===== src/rtl/merge_rr_pkg.sv =====
// ============================================================================
// merge_rr_pkg : shared types, widths and bit positions for merge_rr. Rev 1.0
// ============================================================================
`default_nettype none

package merge_rr_pkg;

  localparam logic c_ST_IDLE   = 1'b0;
  localparam logic c_ST_BUSY   = 1'b1;
  localparam int   c_READY_BIT = 0;

  typedef enum logic [0:0] {
    ST_IDLE = c_ST_IDLE,
    ST_BUSY = c_ST_BUSY
  } state_t;

  // IOb native request layout: {valid, addr, wdata, wstrb}, valid at the MSB.
  function automatic int req_width(input int addr_w, input int data_w);
    return 1 + addr_w + data_w + data_w / 8;
  endfunction

  // IOb native response layout: {rdata, ready}, ready at bit 0.
  function automatic int resp_width(input int data_w);
    return data_w + 1;
  endfunction

  function automatic int valid_bit(input int req_w);
    return req_w - 1;
  endfunction

endpackage

`default_nettype wire


===== src/rtl/merge_rr_rr_arbiter.sv =====
// ============================================================================
// merge_rr_rr_arbiter : combinational round-robin pick starting at i_ptr. Rev 1.0
// ============================================================================
`default_nettype none

module merge_rr_rr_arbiter #(
  parameter int N     = 2,
  parameter int PTR_W = $clog2(N)
) (
  input  logic [N-1:0]     i_req,
  input  logic [PTR_W-1:0] i_ptr,
  output logic [PTR_W-1:0] o_gnt_idx,
  output logic             o_any
);

  logic [2*N-1:0] w_dbl;
  logic [N-1:0]   w_rot;
  logic [PTR_W:0] w_sum;

  // Rotating the doubled vector puts the ptr'th request at bit 0.
  assign w_dbl = {i_req, i_req} >> i_ptr;
  assign w_rot = w_dbl[N-1:0];

  always_comb begin
    o_any     = 1'b0;
    o_gnt_idx = '0;
    w_sum     = '0;
    for (int k = 0; k < N; k++) begin
      if (!o_any && w_rot[k]) begin
        o_any = 1'b1;
        w_sum = {1'b0, i_ptr} + (PTR_W + 1)'(k);
        // Explicit wrap so non-power-of-two N never lands on an invalid index.
        if (w_sum >= (PTR_W + 1)'(N)) begin
          w_sum = w_sum - (PTR_W + 1)'(N);
        end
        o_gnt_idx = w_sum[PTR_W-1:0];
      end
    end
  end

endmodule

`default_nettype wire


===== src/rtl/merge_rr.sv =====
// ============================================================================
// merge_rr : N-to-1 round-robin IOb request merger, grant held to ready. Rev 1.0
// ============================================================================
`default_nettype none

module merge_rr
  import merge_rr_pkg::*;
#(
  parameter int  N_MASTERS = 2,
  parameter int  ADDR_W    = 32,
  parameter int  DATA_W    = 32,
  localparam int REQ_W     = req_width(ADDR_W, DATA_W),
  localparam int RESP_W    = resp_width(DATA_W),
  localparam int PTR_W     = $clog2(N_MASTERS)
) (
  input  logic                        clk,
  input  logic                        rst_n,
  input  logic [N_MASTERS*REQ_W-1:0]  m_req,
  output logic [N_MASTERS*RESP_W-1:0] m_resp,
  output logic [REQ_W-1:0]            s_req,
  input  logic [RESP_W-1:0]           s_resp
);

  state_t               r_state;
  state_t               w_state_nxt;
  logic [PTR_W-1:0]     r_gnt;
  logic [PTR_W-1:0]     r_ptr;
  logic [PTR_W-1:0]     w_gnt_nxt;
  logic [PTR_W-1:0]     w_ptr_nxt;
  logic [N_MASTERS-1:0] w_valid;
  logic [N_MASTERS-1:0] w_own;
  logic [PTR_W-1:0]     w_win;
  logic                 w_any;
  logic [REQ_W-1:0]     w_sel_req;

  generate
    for (genvar i = 0; i < N_MASTERS; i++) begin : g_master
      assign w_valid[i] = m_req[i*REQ_W + valid_bit(REQ_W)];
      assign w_own[i]   = (r_state == ST_BUSY) && (r_gnt == PTR_W'(i));
      assign m_resp[i*RESP_W +: RESP_W] = w_own[i] ? s_resp : '0;
    end
  endgenerate

  always_comb begin
    w_sel_req = '0;
    for (int i = 0; i < N_MASTERS; i++) begin
      if (w_own[i]) begin
        w_sel_req = m_req[i*REQ_W +: REQ_W];
      end
    end
  end

  assign s_req = w_sel_req;

  merge_rr_rr_arbiter #(
    .N     (N_MASTERS),
    .PTR_W (PTR_W)
  ) u_arb (
    .i_req     (w_valid),
    .i_ptr     (r_ptr),
    .o_gnt_idx (w_win),
    .o_any     (w_any)
  );

  always_ff @(posedge clk or negedge rst_n) begin
    if (!rst_n) begin
      r_state <= ST_IDLE;
      r_gnt   <= '0;
      r_ptr   <= '0;
    end else begin
      r_state <= w_state_nxt;
      r_gnt   <= w_gnt_nxt;
      r_ptr   <= w_ptr_nxt;
    end
  end

  always_comb begin
    w_state_nxt = r_state;
    w_gnt_nxt   = r_gnt;
    w_ptr_nxt   = r_ptr;
    case (r_state)
      ST_IDLE: begin
        if (w_any) begin
          w_gnt_nxt   = w_win;
          w_state_nxt = ST_BUSY;
        end
      end
      ST_BUSY: begin
        if (s_resp[c_READY_BIT]) begin
          w_state_nxt = ST_IDLE;
          w_ptr_nxt   = (r_gnt == PTR_W'(N_MASTERS - 1)) ? '0 : r_gnt + 1'b1;
        end
      end
      default: w_state_nxt = ST_IDLE;
    endcase
  end

endmodule

`default_nettype wire


===== config.mk =====
export PLATFORM = sky130hd
export DESIGN_NAME = merge_rr
export DESIGN_NICKNAME = d
export VERILOG_FILES = /design/src/rtl/merge_rr_pkg.sv /design/src/rtl/merge_rr_rr_arbiter.sv /design/src/rtl/merge_rr.sv
export SDC_FILE = /design/constraint.sdc
export NUM_CORES = 1
export LEC_CHECK = 0
export BUFFER_PORTS_ARGS = -buffer_cell sky130_fd_sc_hd__buf_2
export CORE_AREA = 2 2 118 120
export CTS_CLUSTER_DIAMETER = 120
export CTS_CLUSTER_SIZE = 28
export DETAILED_ROUTE_END_ITERATION = 10
export DIE_AREA = 0 0 120 122
export SLEW_MARGIN = 20
export SYNTH_ARGS = -nofsm -noshare
export SYNTH_HDL_FRONTEND = slang
export SYNTH_SLANG_ARGS = --single-unit

===== constraint.sdc =====
create_clock -name clk -period 3 [get_ports clk]
set_input_delay 0.15 -clock clk [delete_from_list [all_inputs] [get_ports clk]]
set_output_delay 0.15 -clock clk [all_outputs]
set_load 0.03 [all_outputs]

---- Yosys cells after proc, flatten, opt, wreduce, memory -nomap -nowiden ----
Cells that the tools add are included.
word-level totals
  register bits ........................... 3
  input port bits ......................... 173
  output and inout bits ................... 135
  logic and storage cells ................. 32
operators by class
  add/subtract/negate cells ............... 4
  magnitude comparators ................... 2
  shift operators ......................... 1
  muxes and demuxes ....................... 14
  bitwise gates (word level) .............. 2
  reduce and logical (&&, ||, !) cells .... 6
operators with widths
  operator             count
  $mux 69              2
  $mux 33              2
  $mux 1               9
  $reduce_and 2->1     2
  $shr 4x1->2          1
  $logic_and 1x1->1    3
  $add 1x1->2 const B  1
  $ge 1x2->1 const B   1
  $ge 2x2->1 const B   1
  $not 1->1            2
  $pmux 1 s2           1
  $sub 1x1->1 const B  2
  $add 1x1->1 const B  1
  $logic_not 1->1      1

---- Depth between registers and ports, before layout ----
Gate-level depths: netlist of run 1.
  word-level depth ........................ 7
  gate-level depth with buffers ........... 5
  depth with buffers taken out ............ 2

---- Cells and area by module ----
A second synthesis of run 1 with hierarchy kept.
unflattened totals
  cells, all modules ...................... 268
  area total of the unflattened synthesis .. 1940.6 µm²
by module, submodules not included
  module               times used  cells an instance  area each (µm²)  seq. area each (µm²)
  merge_rr             1           265                1923.1           75.1
  merge_rr_rr_arbiter  1           3                  17.5             0.0

---- Least setup slack after synthesis of run 1 ----
No wires, ideal clock.
  kind .................................... flip-flop to output port
  start point ............................. reg r_gnt
  end point ............................... out m_resp[10]
  arrival ................................. 1.342 ns
  data required time ...................... 2.850 ns
  path slack .............................. 1.508 ns
  stages on the path, launching flop included .. 6
  buffers on the path ..................... 4
  cell sequence ........................... dfrtp_1 > buf_6 > buf_8 > buf_8 > buf_2 > nor2_1
between the ends
  longest elaborated chain between the ends .. 3
ends and longest elaborated chain
  what                    line            source
  start, declared         merge_rr.sv:26  logic [PTR_W-1:0] r_gnt;
  start signal, assigned  merge_rr.sv:72  r_gnt <= w_gnt_nxt;
  $not 1->1               merge_rr.sv:39  assign w_own[i] = (r_state == ST_BUSY) && (r_gnt == PTR_W'(i));
  $logic_and 1x1->1       merge_rr.sv:39
  $mux 33                 merge_rr.sv:40  assign m_resp[i*RESP_W +: RESP_W] = w_own[i] ? s_resp : '0;
  end, declared           merge_rr.sv:19  output logic [N_MASTERS*RESP_W-1:0] m_resp,
No other way between the ends.

---- Final worst setup path of run 1 ----
  start point ............................. reg r_gnt
  end point ............................... out m_resp[25]
The elaborated chain is that of the path after synthesis.

==> results of run 1 <==
[through the flow]
step | std cells | instance area [um2] | worst slack (ps) | total power (W)
CTS | 729 | 3620 | 1070 | 0.00188
detailed placement | 724 | 3530 | 1300 | 0.00166
global route | 729 | 3620 | 942 | 0.00197
floorplan | 262 | 1900 | 1510 | 0.00127
global placement | 724 | 3530 | 1340 | 0.00165
finish | 729 | 3620 | 1070 | 0.00186
[timing repair]
item / CTS / global route
gates resized for setup: 0 / 0
hold endpoints to repair: 3 / 0
hold buffers: 1 / 0
setup buffers: 0 / 0
[worst max-delay path: cells and delay by family, from the launching register on]
family	cells	cell delay, ps
buf+inv	2	430
simple gates	2	460
flops	1	610
[final cells by class]
cell class,count,area (um2)
fill,1504,9880
multi-input combinational,230,1630
timing repair buffer,312,1610
tap,180,225
sequential,3,80.1
clock buffer,4,78.8
[logic make-up (layout without fill, tap and decap cells)]
logic type,Yosys count,in the layout,synth area share [%]
AO/OA/AOI/OAI,3,3,1.65
buffers and inverters,29,316,10.5
flip-flops,3,3,3.95
multiplexers,69,69,36.4
AND/OR/NAND/NOR,158,158,47.6
[cells in the final DEF (no fill, tap or decap), types with 3 or more instances in the layout]
| cell | instances |
|---|---|
| and2_1 | 14 |
| buf_12 | 3 |
| nand2_1 | 20 |
| clkbuf_16 | 3 |
| and3_1 | 33 |
| buf_2 | 307 |
| mux2i_1 | 69 |
| nor2b_1 | 71 |
| nor2_1 | 18 |
[flip-flops by register name, summed over array words and instances, names as in the netlist]
register,count
r_gnt,1
r_ptr,1
r_state,1
[layer usage]
metal  up-vias  share of wire (%)  GRT usage (%)
li1       1448                  -              -
met3         9                9.5           1.83
met4         0               0.78           1.91
met5         -                  0              0
met2       163                 50           18.6
met1      1189                 39           11.5
[worst paths after layout]
path                         endpoint  slack [ps]
setup reg to reg                r_ptr        1550
max in group asynchronous       r_gnt        2550
hold / removal                r_state         200
setup / recovery           m_resp[25]        1070
hold reg to reg                 r_ptr         470
min in group asynchronous       r_gnt         310
[report_power, final]
part | total, W | leakage [nW] | internal, W | switching [W]
Combinational | 0.00155 | 2.27 | 0.000568 | 0.000979
Clock | 0.000211 | 0.0382 | 0.000175 | 0.0000360
Sequential | 0.000101 | 0.0332 | 0.0000519 | 0.0000496
Total | 0.00186 | 2.34 | 0.000796 | 0.00106
==> flow_summary.yaml, run 1 <==
synth:
  avgSynthCellArea_um2: 7.25
  synth_most_common_cell: "nor2b_1"
  netlist_instances: 262
  yosys.cell_types.count: 18
  synth_top_cells_by_area: "mux2i_1 36%, nor2b_1 23%, and3_1 11%, and2_1 4.6%, dfrtp_1 4.0%"
  ys.flop_type: "dfrtp_1"
  synth-seq-area-share_pct: 3.95
  yosys_warnings: 0
  ys_ff_latch: 3
  synth.cell_area_um2: 1900
  syn_nets: 435
  synth_top_area_share_pct: 36.4
  synth_commonest_cells: "71 x nor2b_1, 69 x mux2i_1, 33 x and3_1"
  synth_largest_area_cell: "mux2i_1"
  synth_edf_count: 0
  ys_async_sr_fraction_pct: 100
die:
  die_area_um2: 14600
  core_area_um2: 13500
  start_util_pct: 14.1
  ioPinCount: 308
  die_w_um: 120
  die_h_um: 122
  fp-row-count: 43
sta:
  fmax_ghz: 0.519
  max_slew_margin_pct: 59.8
  hold_viol_final: 0
  whs_ps: 203
  fin_crit_ps: 1930
  rsz0062_at_grt: "false"
  finalMaxSlewViolations: 0
  clock_skew_ps: 0.151
  setup_viol: 0
  worst_pin_slew_ps: 603
  setup_tns_ps: 0
  post-route-period-util_pct: 64.3
global_routing:
  antenna_found_initial: 0
  grt_pass1_wl_um: 11600
  track_usage_pct: 9.82
  grt_pass1_vias: 2347
  overflow: 0
  grt_max_degree: 70
finish:
  fin_util_pct: 26.8
  drive_gt1_share_pct: 57.9
  syn2layout_area_growth_pct: 90.8
  num-nets-final: 723
  antenna_cells: 0
cts:
  clk_latency_ps: 220
  clkSlewWorstSetupHoldPaths_ps: 30
  cts_tree: "built"
  cts.sinks: 3
  root_buffer: "clkbuf_16"
  clk_path_buf_depth: 2
  htree_levels: 1
  cts_buffers: 3
critical_path:
  criticalPathCategory: "flop to output pin"
  cp_cell_sequence: "buf_12 > nor2b_4 > and2_1 > buf_2"
  cp-start-kind: "flop"
  cp-end-kind: "output pin"
  crit_slowest_cell: "dfrtp_4"
  critical_path.max_fanout: 66
  worstSetupStartpoint: "r_gnt"
  cp_data_arrival_time_ps: 1780
  required_ps: 2850
  max_stage_delay_ps: 610
  r2r_cells: 3
  timing.rr.start: "r_state"
placed_design:
  io_buffer_count: 307
  globalplace.congestion: 0.823
  hpwl_um: 7160
route:
  dr.first_iter.drc_count: 101
  wl_um: 8570
  routed_via_density: 3.85
  wire_per_inst_um: 11.7
  drc: 0
  vias: 2809
  ant_nets: 0
  first_pass_iters: 4
min_path:
  hp-class: "input port to flop"
  min_path_cells: 2
  hp-start: "m_req[137]"
status:
  status: "finished clean"
power_and_ir_drop:
  power.leakage_nw: 2.34
  peakVddDrop_mv: 0.206
  p_per_area_nw_per_um2: 513
run:
  cap_violations: 0
(Power assumes the default switching activity.)
==> run 2, diff against run 1 <==
==> constraint.sdc (replaced) <==
create_clock -name clk -period 1.68 [get_ports clk]
set_input_delay 0.084 -clock clk [delete_from_list [all_inputs] [get_ports clk]]
set_output_delay 0.084 -clock clk [all_outputs]
set_load 0.03 [all_outputs]
==> run 2 against run 1 <==
Global-route usage grew 0.060 points. Via count grew 0.85%. Clock skew grew 1.1 ps. Utilization grew 0.77 points. Power grew 86%. Critical path depth grew 1. Routed wire length grew 4.0%. Highest routed layer unchanged. Worst hold slack lost 54 ps.
==> flow_summary.yaml, run 2 (synthesis gave the netlist of run 1 again) <==
status:
  status: "finished clean"
route:
  wire_per_inst_um: 12.1
  met2WireLength_um: 4480
  wl_um: 8910
  first_pass_iters: 4
  wl_met3_um: 806
  dr.first_iter.drc_count: 98
  top_layer_used: "met4"
  routed_via_density: 3.85
  wirelength_met1_um: 3570
  ant_nets: 0
  vias: 2833
  drc: 0
critical_path:
  max_stage_delay_ps: 510
  timing.rr.start: "r_state"
  critPathBufInv: 3
  criticalPathCategory: "flop to output pin"
  crit_slowest_cell: "dfrtp_4"
  cp_cell_sequence: "buf_16 > buf_4 > mux2i_1 > nor2b_1 > buf_2"
  required_ps: 1600
  cp-end-kind: "output pin"
  r2r_cells: 3
  critical_path.max_fanout: 23
  critPathTopFamily: "buffers and inverters"
  cp-start-kind: "flop"
  r2r_slack_ps: 460
  cp_data_arrival_time_ps: 1550
  r2r-end: "r_ptr"
die:
  die_area_um2: 14600
  die_w_um: 120
  core_area_um2: 13500
  ioPinCount: 308
  die_h_um: 122
  start_util_pct: 14.1
  fp-row-count: 43
cts:
  cts_buffers: 3
  cts_tree: "built"
  cts.sinks: 3
  clkSlewWorstSetupHoldPaths_ps: 30
  root_buffer: "clkbuf_16"
  htree_levels: 1
  clk_path_buf_depth: 2
  clk_latency_ps: 220
power_and_ir_drop:
  pwr-share-seq_pct: 3.6
  p_sw_share_pct: 56.1
  p_per_area_nw_per_um2: 928
  combPwrFrac_pct: 85.6
  p_switching_w: 0.00194
  power.leakage_nw: 2.39
  intPower_w: 0.00152
  clock_power_share_pct: 10.8
  peakVddDrop_mv: 0.451
finish:
  syn2layout_area_growth_pct: 96.2
  antenna_cells: 0
  top_regs: "r_gnt: 1 flops, r_ptr: 1 flops, r_state: 1 flops"
  mostFrequentLayoutCell: "buf_2"
  layout_common_cells: "305 x buf_2, 71 x nor2b_1, 69 x mux2i_1, 33 x and3_1, 20 x nand2_1"
  drive_gt1_share_pct: 58.5
  fillCellCount: 1493
  num-nets-final: 730
min_path:
  hp-start: "m_req[137]"
  min_path_cells: 2
  hp-class: "input port to flop"
  min_to: "r_state"
placed_design:
  pre_cts_slack_ps: 285
  hpwl_um: 7250
  io_buffer_count: 307
  globalplace.congestion: 0.818
global_routing:
  overflow: 0
  grt_pass1_wl_um: 11900
  antenna_found_initial: 0
  track_usage_pct: 9.88
  grt_pass1_vias: 2453
  grt_max_degree: 51
sta:
  setup_viol: 0
  setup_tns_ps: 0
  finalMaxSlewViolations: 0
  fin_crit_ps: 1630
  hold_viol_final: 0
  fmax_ghz: 0.613
  post-route-period-util_pct: 97.1
  rsz0062_at_grt: "true"
  clock_skew_ps: 1.23
  worst_slack_ps: 48.7
  max_slew_margin_pct: 78.3
  worst_pin_slew_ps: 326
run:
  cap_violations: 0
run 2: worst reg2reg max path, delay by kind of cell (launching register included):
kind / cells / cell delay (ps)
simple gates: 1 / 200
flops: 1 / 500
buf+inv: 1 / 260
compound gates: 1 / 150
run 2: power groups by stage:
stage / clock network [W] / logic (W) / registers [W]
2_1_floorplan: 0 / 0.00217 / 0.0000948
3_3_place_gp: 0 / 0.00288 / 0.000119
3_5_place_dp: 0 / 0.00289 / 0.000120
4_1_cts: 0.000378 / 0.00290 / 0.000119
5_1_grt: 0.000390 / 0.00315 / 0.000129
6_report: 0.000373 / 0.00296 / 0.000125
run 2: routing by layer:
metal  vias to the layer above  GRT usage [%]
li1                       1458              -
met2                       160           19.2
met1                      1209           11.1
met3                         6           1.73
met4                         0           2.06
met5                         -              0
run 2: timing repair:
action,in CTS,in global routing
hold buffers,1,0
buffers inserted,0,1
resized for setup,0,6
endpoints found under the setup margin,0,17
endpoints found under the hold margin,3,0
run 2: worst max-delay path by stage:
stage	startpoint	to	slack [ps]	cells after the start
5_1_grt	r_gnt	s_req[63]	-10	5
3_5_place_dp	r_gnt	s_req[33]	280	4
4_1_cts	r_gnt	s_req[61]	50	5
2_1_floorplan	r_gnt	m_resp[10]	250	5
3_3_place_gp	r_gnt	s_req[33]	290	4
6_report	r_gnt	s_req[61]	50	5
run 2: cell type report:
| cell class | count | area, um2 | share of cell area, % |
|---|---|---|---|
| clock buffer | 4 | 78.8 | 2.11 |
| multi-input combinational | 231 | 1630 | 43.8 |
| sequential | 3 | 80.1 | 2.15 |
| timing repair buffer | 318 | 1710 | 45.9 |
| tap | 180 | 225 | 6.04 |
run 2: per-stage QoR:
step | area, um2 | power [W] | instances | hold WS, ps | util [%]
2_1_floorplan | 1900 | 0.00227 | 262 | -212 | -
3_3_place_gp | 3580 | 0.00300 | 728 | -107 | 26.5
3_5_place_dp | 3580 | 0.00301 | 728 | -107 | 26.5
4_1_cts | 3670 | 0.00339 | 733 | 156 | 27.1
5_1_grt | 3730 | 0.00367 | 736 | 169 | 27.6
6_report | 3730 | 0.00346 | 736 | 149 | 27.6
==> run 3, diff against run 2 <==
--- a/config.mk
+++ b/config.mk
@@ -11,6 +11,7 @@
 export CTS_CLUSTER_SIZE = 28
 export DETAILED_ROUTE_END_ITERATION = 10
 export DIE_AREA = 0 0 120 122
+export RECOVER_POWER = 25
 export SLEW_MARGIN = 20
 export SYNTH_ARGS = -nofsm -noshare
 export SYNTH_HDL_FRONTEND = slang
==> run 3 against run 2 <==
Worst hold slack stayed put. Combinational power hardly changed. Final cell count stayed put. Via count stayed put. Routed wire length hardly changed. Largest power group unchanged.
==> flow_summary.yaml, run 3 (synthesis gave the netlist of run 1 again) <==
route:
  wire_per_inst_um: 12.1
  wl_um: 8900
  first_pass_iters: 4
  dr.first_iter.drc_count: 98
  vias: 2833
  routed_via_density: 3.85
  ant_nets: 0
  drc: 0
critical_path:
  required_ps: 1600
  criticalPathCategory: "flop to output pin"
  cp-end-kind: "output pin"
  cp_data_arrival_time_ps: 1550
  cp-start-kind: "flop"
  critical_path.max_fanout: 23
global_routing:
  antenna_found_initial: 0
  track_usage_pct: 9.88
  grt_max_degree: 51
  grt_pass1_vias: 2453
  overflow: 0
  grt_pass1_wl_um: 11900
die:
  start_util_pct: 14.1
  fp-row-count: 43
  die_h_um: 122
  die_area_um2: 14600
  core_area_um2: 13500
  ioPinCount: 308
  die_w_um: 120
cts:
  htree_levels: 1
  cts_tree: "built"
  cts.sinks: 3
  root_buffer: "clkbuf_16"
  clk_latency_ps: 220
  cts_buffers: 3
  clk_path_buf_depth: 2
  clkSlewWorstSetupHoldPaths_ps: 30
sta:
  clock_skew_ps: 1.23
  finalMaxSlewViolations: 0
  hold_viol_final: 0
  post-route-period-util_pct: 97.1
  setup_viol: 0
  fin_crit_ps: 1630
  worst_pin_slew_ps: 326
  fmax_ghz: 0.613
  worst_slack_ps: 48.7
  max_slew_margin_pct: 78.3
  whs_ps: 149
  rsz0062_at_grt: "true"
finish:
  drive_gt1_share_pct: 58.3
  antenna_cells: 0
  num-nets-final: 730
  top_regs: "r_gnt: 1 flops, r_ptr: 1 flops, r_state: 1 flops"
  multiInputGateArea_um2: 1630
  layout_common_cells: "304 x buf_2, 71 x nor2b_1, 69 x mux2i_1, 33 x and3_1, 20 x nand2_1"
  fillCellCount: 1493
  seqCellArea_um2: 80.1
  finalNonFillerCells: 736
  syn2layout_area_growth_pct: 96.2
  design_area_um2: 3730
  mostFrequentLayoutCell: "buf_2"
power_and_ir_drop:
  power.leakage_nw: 2.39
  peakVddDrop_mv: 0.451
  p_per_area_nw_per_um2: 929
placed_design:
  globalplace.congestion: 0.818
  place_inst: 728
  io_buffer_count: 307
  hpwl_um: 7250
  placed_area_um2: 3580
  pre_cts_slack_ps: 285
run:
  cap_violations: 0
min_path:
  hp-class: "input port to flop"
status:
  status: "finished clean"
## run 3: cell count changes in the layout (fill, tap and decap cells not counted), sizes merged
cell	delta
buf	-1
clkbuf	+1
## run 3: routing by layer
| metal | global-route usage [%] | routed length [um] | vias to the layer above |
|---|---|---|---|
| met5 | 0 | 0 | - |
| met4 | 2.06 | 50 | 0 |
| met3 | 1.73 | 806 | 6 |
| met2 | 19.2 | 4480 | 160 |
| met1 | 11.1 | 3570 | 1209 |
| li1 | - | - | 1458 |
## run 3: cell type report
class                           instances  share of cell area [%]
Timing Repair Buffer                  318                    45.8
Multi-Input combinational cell        231                    43.9
Clock buffer                            4                    2.12
Sequential cell                         3                    2.15
Tap cell                              180                    6.04
## run 3: path summary, 6_finish.rpt
path                            start        end  slack (ps)  cells after the start
hold reg to reg                 r_ptr      r_ptr         480                      1
setup reg to reg              r_state      r_ptr         460                      3
min in group asynchronous       rst_n      r_ptr         260                      2
max in group asynchronous       rst_n      r_gnt        1230                      2
setup / recovery                r_gnt  s_req[61]          50                      5
hold / removal             m_req[137]    r_state         150                      2
## run 3: repair_timing
action                     4_1_cts  5_1_grt
setup endpoints to repair        0       17
hold buffers                     1        0
setup buffers                    0        1
hold endpoints to repair         3        0
gates resized for setup          0        6
## run 3: metrics by stage
stage	setup TNS, ps	power (W)	util, %
floorplan	0	0.00227	-
global placement	0	0.00300	26.5
detailed placement	0	0.00301	26.5
CTS	0	0.00339	27.1
global route	-27.9	0.00367	27.6
finish	0	0.00346	27.6
## run 3: worst max-delay path, stage by stage (launching register included)
cell	delay, ps
dfrtp_4	510
buf_16	180
buf_4	180
mux2i_1	120
nor2b_1	110
buf_2	210
## run 3: where the power goes
part / leakage, nW / switching (W) / internal (W)
clock: 0.0382 / 0.0000601 / 0.000313
sequential: 0.0332 / 0.0000320 / 0.0000935
combinational: 2.32 / 0.00185 / 0.00111
total: 2.39 / 0.00194 / 0.00152
